File: config.mk
export PLATFORM = sky130hd
export DESIGN_NAME = button_int_ctrl
export DESIGN_NICKNAME = d
export VERILOG_FILES = /design/src/rtl/button_int_ctrl.sv
export SDC_FILE = /design/constraint.sdc
export NUM_CORES = 1
export LEC_CHECK = 0
export CAP_MARGIN = 15
export CORE_MARGIN = 2
export CORE_UTILIZATION = 30
export CTS_CLUSTER_SIZE = 28
export DETAILED_ROUTE_END_ITERATION = 16
export PLACE_DENSITY = 0.49
export SLEW_MARGIN = 15
export SYNTH_ARGS = -nofsm -noshare
export SYNTH_HDL_FRONTEND = slang
export SYNTH_SLANG_ARGS = --single-unit
File: constraint.sdc
create_clock -name clk -period 1.7 [get_ports clk]
set_clock_uncertainty 0.15 [all_clocks]
set_input_delay 0.34 -clock clk [delete_from_list [all_inputs] [get_ports clk]]
set_output_delay 0.34 -clock clk [all_outputs]
set_load 0.1 [all_outputs]
File: src/rtl/button_int_ctrl.sv
// button_int_ctrl: synchronises, debounces and edge-detects four active-low
// pushbuttons, latches presses as pending and issues them one at a time as
// single-cycle one-hot interrupt requests while the CPU is outside its ISR.
// Ports: clk, rst_n (async, active low), key_n[3:0] (raw keys, active low),
//   int_state (CPU in ISR), buttons_pressed[3:0] (one-hot request pulse),
//   pending[3:0] (latched, not yet issued), busy (FSM not idle).
// Optional feature macro: BUTTON_AUTOREPEAT_EN (autorepeat of held key).
module button_int_ctrl #(
    parameter int DEBOUNCE_CYCLES = 50000,
    parameter int REPEAT_CYCLES   = 12500000,
    parameter int ACK_TIMEOUT     = 4
) (
    input  logic       clk,
    input  logic       rst_n,
    input  logic [3:0] key_n,
    input  logic       int_state,
    output logic [3:0] buttons_pressed,
    output logic [3:0] pending,
    output logic       busy
);

    typedef enum logic [1:0] {
        IDLE,
        FIRE,
        WAIT_ACK,
        WAIT_DONE
    } state_t;

    localparam logic [15:0] DEB_LAST = 16'(DEBOUNCE_CYCLES - 1);
    localparam logic [15:0] ACK_LAST = 16'(ACK_TIMEOUT - 1);
    localparam logic [23:0] REP_LAST = 24'(REPEAT_CYCLES - 1);

    // Highest set bit as one-hot; bit 3 wins.
    function automatic logic [3:0] top_bit(input logic [3:0] v);
        logic [3:0] r;
        r = 4'b0000;
        for (int i = 0; i < 4; i++) begin
            if (v[i]) r = 4'b0001 << i;
        end
        return r;
    endfunction

    logic [3:0]  sync_q1;
    logic [3:0]  sync_q2;
    logic [3:0]  deb;
    logic [3:0]  deb_d;
    logic [15:0] deb_cnt [4];
    logic [3:0]  press;
    logic [3:0] rep_set;

    state_t      state;
    state_t      state_nx;
    logic [15:0] ack_cnt;
    logic [15:0] ack_cnt_nx;
    logic [3:0]  grant;

    always_ff @(posedge clk or negedge rst_n) begin
        if (!rst_n) begin
            sync_q1 <= '0;
            sync_q2 <= '0;
        end else begin
            sync_q1 <= ~key_n;
            sync_q2 <= sync_q1;
        end
    end

    // The counter restarts on every agreement, so only an unbroken run of
    // DEBOUNCE_CYCLES disagreeing samples flips the debounced state.
    always_ff @(posedge clk or negedge rst_n) begin
        if (!rst_n) begin
            deb   <= '0;
            deb_d <= '0;
            for (int i = 0; i < 4; i++) deb_cnt[i] <= '0;
        end else begin
            deb_d <= deb;
            for (int i = 0; i < 4; i++) begin
                if (sync_q2[i] == deb[i]) begin
                    deb_cnt[i] <= '0;
                end else if (deb_cnt[i] == DEB_LAST) begin
                    deb[i]     <= sync_q2[i];
                    deb_cnt[i] <= '0;
                end else if (deb_cnt[i] != 16'hFFFF) begin
                    deb_cnt[i] <= deb_cnt[i] + 16'd1;
                end
            end
        end
    end

    assign press = deb & ~deb_d;

`ifdef BUTTON_AUTOREPEAT_EN
    logic [23:0] rep_cnt;
    logic        rep_run;

    assign rep_run = (deb == deb_d) && (deb != 4'b0);
    assign rep_set = (rep_run && rep_cnt == REP_LAST) ? top_bit(deb) : 4'b0;

    always_ff @(posedge clk or negedge rst_n) begin
        if (!rst_n) begin
            rep_cnt <= '0;
        end else if (!rep_run || rep_cnt == REP_LAST) begin
            rep_cnt <= '0;
        end else begin
            rep_cnt <= rep_cnt + 24'd1;
        end
    end
`else
    logic unused_rep_cfg;

    assign unused_rep_cfg = ^REP_LAST;
    assign rep_set        = 4'b0;
`endif

    always_comb begin
        state_nx   = state;
        ack_cnt_nx = ack_cnt;
        grant      = 4'b0;
        unique case (state)
            IDLE: begin
                if (pending != 4'b0 && !int_state) begin
                    grant    = top_bit(pending);
                    state_nx = FIRE;
                end
            end
            FIRE: begin
                ack_cnt_nx = '0;
                state_nx   = WAIT_ACK;
            end
            WAIT_ACK: begin
                if (int_state) begin
                    state_nx = WAIT_DONE;
                end else if (ack_cnt == ACK_LAST) begin
                    state_nx = IDLE;
                end else begin
                    ack_cnt_nx = ack_cnt + 16'd1;
                end
            end
            WAIT_DONE: begin
                if (!int_state) state_nx = IDLE;
            end
            default: state_nx = IDLE;
        endcase
    end

    // The granted bit is cleared as its pulse is registered; a new press
    // of the same bit in that cycle still wins.
    always_ff @(posedge clk or negedge rst_n) begin
        if (!rst_n) begin
            state           <= IDLE;
            ack_cnt         <= '0;
            buttons_pressed <= '0;
            pending         <= '0;
        end else begin
            state           <= state_nx;
            ack_cnt         <= ack_cnt_nx;
            buttons_pressed <= grant;
            pending         <= (pending & ~grant) | press | rep_set;
        end
    end

    assign busy = (state != IDLE);

endmodule
# Word level (Yosys, flattened, before mapping)
# Cells that the tools add are included.
# Widths: inputs -> output; s select.
# totals
register_bits	106
inputBits	7
output_inout_bits	9
wordCells	93
# op_classes
addsub	5
n_eq_ne	21
mux	26
bitwise	10
reduce_logical	16
# op_table
cell	count
$mux 16	14
$add 16x1->16 const B	5
$eq 16x16->1 const B	4
$ne 16x16->1 const B	4
$pmux 16 s2	1
$mux 4	5
$eq 16x2->1 const B	1
$not 4->4	3
$reduce_bool 3->1	4
$and 4x4->4	2
$mux 2	4
$ne 2x2->1 const B	4
$pmux 2 s4	1
$reduce_and 2->1	4
$reduce_and 3->1	2
$eq 1x1->1	4
$eq 2x2->1 const B	2
$not 1->1	4
$or 4x4->4	1
$reduce_bool 2->1	2
$reduce_bool 4->1	1
$ne 3x3->1 const B	1
$eq 2x1->1 const B	1
$logic_not 2->1	1
3 further kinds	3

# Logic depth before layout (Yosys ltp)
# Gate-level depths: netlist (run 1).
# depth
ltp_word	9
mapped_depth	7
depth_no_buf	6

# Least setup slack after synthesis (run 1)
# No wires, ideal clock.
# synth_timing
path_kind	reg-to-reg
from	register state[1]
to	register pending[0]
setup_ns	0.132
t_arrival_ns	1.799
slack_ns	-0.381
path_stages_with_launch	8
period_less_slack_ns	2.081
path_cell_list	dfrtp_1 > clkbuf_1 > nor2_1 > inv_1 > nor3_1 > nand2_1 > o21ai_0 > o21ai_0
# synth_between
elab_chain_len	5
# synth_lines
element	line	text
start, declared	51	state_t state;
start signal, assigned	154	state <= state_nx;
$logic_not 2->1	118	unique case (state)
$mux 4	118	
$not 4->4	157	pending <= (pending & ~grant) | press | rep_set;
$and 4x4->4	157	
$or 4x4->4	157	
end signal, assigned	157	
end, declared	18	output logic [3:0] pending,
# Every way passes these cells.
# A chain may end at the register's enable or synchronous reset.

# Worst setup path after layout (run 1)
# layout_timing
from	register ack_cnt[0]
to	register ack_cnt[12]
# layout_between
elab_chain_len	4
elab_cells_between_ends	7
cone_classes	add/sub: 1; eq/ne: 2; mux: 3; reduce/logical: 1
# layout_lines
element	line	text
start, declared	53	logic [15:0] ack_cnt;
start signal, assigned	155	ack_cnt <= ack_cnt_nx;
$add 16x1->16	135	ack_cnt_nx = ack_cnt + 16'd1;
$mux 16	132	end else if (ack_cnt == ACK_LAST) begin
$mux 16	130	if (int_state) begin
$pmux 16 s2	118	
# Several ways; a longest one is shown, not always the timed one. The select of a mux whose other input is x is not followed.

==> flow_summary.json, run 1 <==
{
  "outcome": "finished, violations left",
  "violations": "negative setup slack",
  "cp-end-kind": "register",
  "synth_edf_count": 0,
  "crit_start": "ack_cnt[0]",
  "grt_pass1_wl_um": 21900,
  "wire_per_inst_um": 14.6,
  "rows": 48,
  "r2r_cells": 6,
  "ant_nets": 0,
  "diodes": 0,
  "cts_root_buffer": "clkbuf_16",
  "arrival_ps": 2000,
  "grt_pass1_vias": 4478,
  "die-height_um": 136,
  "drcViolationCount": 0,
  "cts_buffers": 9,
  "synth_xor_area_share_pct": 7.01,
  "synthToLayoutAreaGrowth_pct": 50.5,
  "total_power_mw": 6.44,
  "grt_max_degree": 42,
  "initial_utilization_pct": 30.6,
  "yosysMostFrequentCell": "dfrtp_1",
  "core_area_sq_um": 17200,
  "worstReg2RegEnd": "ack_cnt[12]",
  "io_buffers": 15,
  "ys_seq_area_share_pct": 50.5,
  "fin_crit_sh_pct": 111,
  "period_minus_slack_ps": 1880,
  "synthesis.area_sq_um": 5250,
  "rsz0062_at_grt": "true",
  "yosys.area.top_type": "dfrtp_1",
  "startpoint_type": "register",
  "p_int_mw": 4.57,
  "fin_util_pct": 46.0,
  "grtUsageTotal_pct": 14.8,
  "required_ps": 1810,
  "drtIter0Drc": 218,
  "p_sw_mw": 1.87,
  "cap_violations": 0,
  "layout_setup_ws_ps": -184,
  "cts_tree": "built",
  "power_density_nw_per_um2": 815,
  "clock_sinks": 106,
  "pin_count": 16,
  "synth_compound_area_share_pct": 7.79,
  "yosys_register_bits": 106,
  "vias": 4627,
  "r2r-start": "ack_cnt[0]",
  "leakagePower_nw": 3.44,
  "hold_viol": 0,
  "report.final.slew_viol_count": 0,
  "finalNetCount": 709,
  "antenna_found_initial": 0,
  "crit_path_end": "ack_cnt[12]",
  "yosysTopAreaCellShare_pct": 50.5,
  "drtPass1Iterations": 5,
  "ir_worst_vdd_mv": 0.496,
  "synthAdderAreaFrac_pct": 1.19,
  "dp_slack_ps": -236,
  "r2r_slack_ps": -180,
  "place_congestion": 0.843,
  "critPathMaxFanout": 7,
  "clk_pin_slew_worst_paths_ps": 70,
  "min_path_cells": 0,
  "synth.area.top_cells": "dfrtp_1 (51%), nor2_1 (5.2%), xnor2_1 (4.2%), nand2_1 (4.0%), nand4_1 (3.1%)",
  "swShare_pct": 29.0,
  "synthArstFlopShare_pct": 100,
  "yosysWarnings": 0,
  "clk_path_buf_depth": 2,
  "syn_avg_cell_area_sq_um": 9.81,
  "dp_hpwl_um": 8750,
  "pwr-share-comb_pct": 24.5,
  "relSlewSlack_pct": 72.8,
  "path_class": "reg -> reg",
  "min_path_type": "reg -> reg",
  "drive_gt1_share_pct": 41.4,
  "insertion_delay_ps": 350,
  "hold_start": "sync_q1[2]",
  "synth_top_family_by_area": "simple AND/OR/NAND/NOR gates",
  "finalSetupViolCount": 48,
  "synth_ff_type": "dfrtp_1",
  "muxShareOfSynthArea_pct": 2.98,
  "vias_per_cell": 5.00,
  "yosys.area_share.simple_pct": 27.7,
  "grt_overflow": 0,
  "worstMarginPinSlew_ps": 409,
  "fmax_ghz": 0.531,
  "synth_commonest_cells": "dfrtp_1 (106), nor2_1 (73), nand2_1 (56)",
  "pwr-share-seq_pct": 42.0,
  "htree_levels": 3,
  "synth_cell_types": 53,
  "dieWidth_um": 136,
  "clockPowerShare_pct": 33.4,
  "syn-num-nets": 547,
  "synth_cells": 535,
  "wl_um": 13500,
  "dieArea_sq_um": 18600
}
## layout by cell type, fill, tap and decap left out, types with 6 or more instances in the layout
master     count
nor3_1         8
clkbuf_16     10
buf_6         23
nand3_1       19
nor2_4        10
and3_1        12
nand4_1       26
nand3_2        8
xnor2_1       25
nor2_1        55
nand2_1       50
nor3_2        14
a21oi_1        8
inv_1         15
mux2i_1       10
buf_12        14
nor2_2         9
dfrtp_1      101
xor2_1        17
nor4_2         6
buf_4        123
nor4_4         7
a31oi_1       10
## flip-flops by register name, indices dropped and copies added, names as in the netlist
signal,flops
deb,4
deb_d,4
state,2
pending,4
sync_q1,4
deb_cnt,64
sync_q2,4
ack_cnt,16
buttons_pressed,4
## power by group through the flow
| stage | Sequential, mW | Clock [mW] | Combinational, mW |
|---|---|---|---|
| floorplan | 2.81 | 0 | 0.557 |
| global placement | 2.76 | 0 | 1.15 |
| detailed placement | 2.76 | 0 | 1.17 |
| CTS | 2.70 | 2.23 | 1.39 |
| global route | 2.72 | 2.36 | 1.68 |
| finish | 2.71 | 2.15 | 1.58 |
## through the flow
stage                     TNS [ps]  instance area (sq um)  hold slack (ps)  instances
after floorplan              -1500                   5310             -106        535
after global placement       -2730                   6680              144        879
after detailed placement     -4500                   6680              145        879
after CTS                    -2650                   7360              202        906
after global routing         -9320                   7900              219        926
final                        -3730                   7900              199        926
## logic make-up (layout without fill, tap and decap cells)
logic type | after synthesis | after routing
xor+xnor | 42 | 42
mux | 15 | 15
compound gates | 60 | 60
simple gates | 275 | 275
buf+inv | 32 | 198
fa+ha+maj | 5 | 5
flops | 106 | 106
## repair_timing
item	CTS	global route
hold buffers	1	0
buffers inserted	11	20
hold endpoints to repair	22	0
pin swaps	32	61
cloned	0	1
resized for setup	66	79
setup endpoints to repair	66	83
## how the worst min path moves through the flow
stage | end | slack (ps)
global placement | buttons_pressed[3] | 140
CTS | sync_q2[3] | 200
finish | sync_q2[2] | 200
detailed placement | buttons_pressed[3] | 140
global route | sync_q2[3] | 220
floorplan | ack_cnt[0] | -110
## area by class of cell
cell class	count	area, sq um
Multi-Input combinational cell	397	3040
Tap cell	225	282
Clock buffer	11	253
Fill cell	1648	9280
Sequential cell	106	2660
Timing Repair Buffer	167	1550
Clock inverter	4	51.3
Inverter	16	63.8
## layer usage
metal | share of wire [%] | track usage, % | vias to the layer above
li1 | - | - | 2247
met1 | 45 | 19.2 | 2306
met2 | 50 | 24.4 | 57
met3 | 3.0 | 4.51 | 17
met4 | 1.5 | 3.24 | 0
met5 | 0 | 0 | -
## worst max-delay path, stage by stage (launching register included)
cell and delay [ps]:
dfrtp_1 380, ha_2 190, nor4b_4 130, and4_4 220
or2_4 290, or3_1 350, o211ai_1 90
Power figures use the tool's default switching activity.
==> run 2, diff against run 1 <==
Settings changed: CTS_BUF_LIST set to sky130_fd_sc_hd__clkbuf_8 sky130_fd_sc_hd__clkbuf_16.
==> results of run 2 <==
No change in the layout: final DEF, timing and power equal those of run 1.
==> run 3, diff against run 2 <==
Settings changed: PLACE_DENSITY 0.49 to not set.
==> flow_summary.json, run 3 (synthesis results as in run 1) <==
{
  "rows": 48,
  "dieArea_sq_um": 18600,
  "wire_per_inst_um": 14.5,
  "wl_um": 13400,
  "reg.largest.list": "deb_cnt (64), ack_cnt (16)",
  "antenna_found_initial": 0,
  "place_congestion": 0.863,
  "clock_sinks": 106,
  "worstMarginPinSlew_ps": 429,
  "fill_cells": 1585,
  "core_area_sq_um": 17200,
  "top_register": "deb_cnt",
  "grt_pass1_wl_um": 22400,
  "rsz0062_at_grt": "true",
  "ir_worst_vdd_mv": 0.464,
  "finalNetCount": 709,
  "largest_reg_flops": 64,
  "relSlewSlack_pct": 71.2,
  "fin_util_pct": 45.9,
  "die-height_um": 136,
  "final_common_cell": "buf_4",
  "dp_hpwl_um": 8800,
  "required_ps": 1790,
  "vias": 4673,
  "grt_overflow": 0,
  "outcome": "finished, violations left",
  "dieWidth_um": 136,
  "power_density_nw_per_um2": 818,
  "mostFrequentLayoutCells": "buf_4 (133), dfrtp_1 (100), nor2_1 (58)",
  "drtPass1Iterations": 4,
  "diodes": 0,
  "cts_root_buffer": "clkbuf_16",
  "vias_per_cell": 5.05,
  "hold-worst-slack_ps": 203,
  "finalSetupTns_ps": -2330,
  "drive_gt1_share_pct": 41.7,
  "layout_setup_ws_ps": -178,
  "ant_nets": 0,
  "finalSetupViolCount": 36,
  "fmax_ghz": 0.532,
  "hold_viol": 0,
  "violations": "negative setup slack",
  "clk_path_buf_depth": 2,
  "clk_pin_slew_worst_paths_ps": 70,
  "min_path_type": "reg -> reg",
  "dp_slack_ps": -303,
  "drcViolationCount": 0,
  "pin_count": 16,
  "cap_violations": 0,
  "io_buffers": 15,
  "startpoint_type": "register",
  "arrival_ps": 1970,
  "report.final.slew_viol_count": 0,
  "leakagePower_nw": 3.43,
  "htree_levels": 3,
  "path_class": "reg -> reg",
  "insertion_delay_ps": 360,
  "initial_utilization_pct": 30.6,
  "grt_max_degree": 56,
  "grt_pass1_vias": 4717,
  "fin_crit_sh_pct": 110,
  "total_power_mw": 6.46,
  "grtUsageTotal_pct": 14.8,
  "critPathMaxFanout": 4,
  "cp-end-kind": "register",
  "cts_buffers": 9,
  "synthToLayoutAreaGrowth_pct": 50.3,
  "drtIter0Drc": 258,
  "period_minus_slack_ps": 1880,
  "cts_tree": "built"
}
run 3: layer usage:
layer,vias up,wire length [um],global-route usage (%)
li1,2249,-,-
met2,72,6700,24.4
met5,-,0,0
met1,2331,6090,19.7
met3,21,351,2.16
met4,0,268,5.67
run 3: power by group:
group	switching [mW]	leakage, nW	internal (mW)
Combinational	0.749	1.83	0.651
Clock	0.939	0.161	1.40
Sequential	0.102	1.44	2.62
Total	1.79	3.43	4.67
run 3: worst paths after layout:
check / start / to / slack (ps) / cells after the start
max reg2reg: deb_cnt[0] / deb_cnt[15] / -180 / 7
min: sync_q1[2] / sync_q2[2] / 200 / 0
max in group asynchronous: rst_n / deb_cnt[54] / 730 / 3
max: deb_cnt[0] / deb_cnt[15] / -180 / 7
min in group asynchronous: rst_n / deb_cnt[25] / 390 / 3
min reg2reg: sync_q1[2] / sync_q2[2] / 200 / 0
run 3: per-stage QoR:
| stage | std cells | instance area [sq um] |
|---|---|---|
| after detailed placement | 877 | 6660 |
| after global routing | 925 | 7890 |
| after CTS | 904 | 7370 |
| after floorplan | 535 | 5310 |
| final | 925 | 7890 |
| after global placement | 877 | 6660 |
run 3: layout make-up:
class / instances / area [sq um] / share of cell area, %
Clock buffer: 12 / 267 / 3.38
Sequential cell: 106 / 2660 / 33.7
Inverter: 16 / 63.8 / 0.809
Tap cell: 225 / 282 / 3.57
Clock inverter: 2 / 60.1 / 0.761
Multi-Input combinational cell: 397 / 3080 / 39.0
Timing Repair Buffer: 167 / 1480 / 18.7
run 3: timing repair:
item	in CTS	in global routing
pin swaps	33	44
hold buffers	1	0
setup endpoints to repair	56	81
gates resized for setup	60	78
setup buffers	12	22
endpoints found under the hold margin	106	0
run 3: critical path, stage by stage (launching register included):
cell	delay (ps)
dfrtp_1	360
ha_2	210
nand3_4	90
nor4_4	470
buf_4	190
nor4_2	40
xnor2_1	180
nor2_1	70
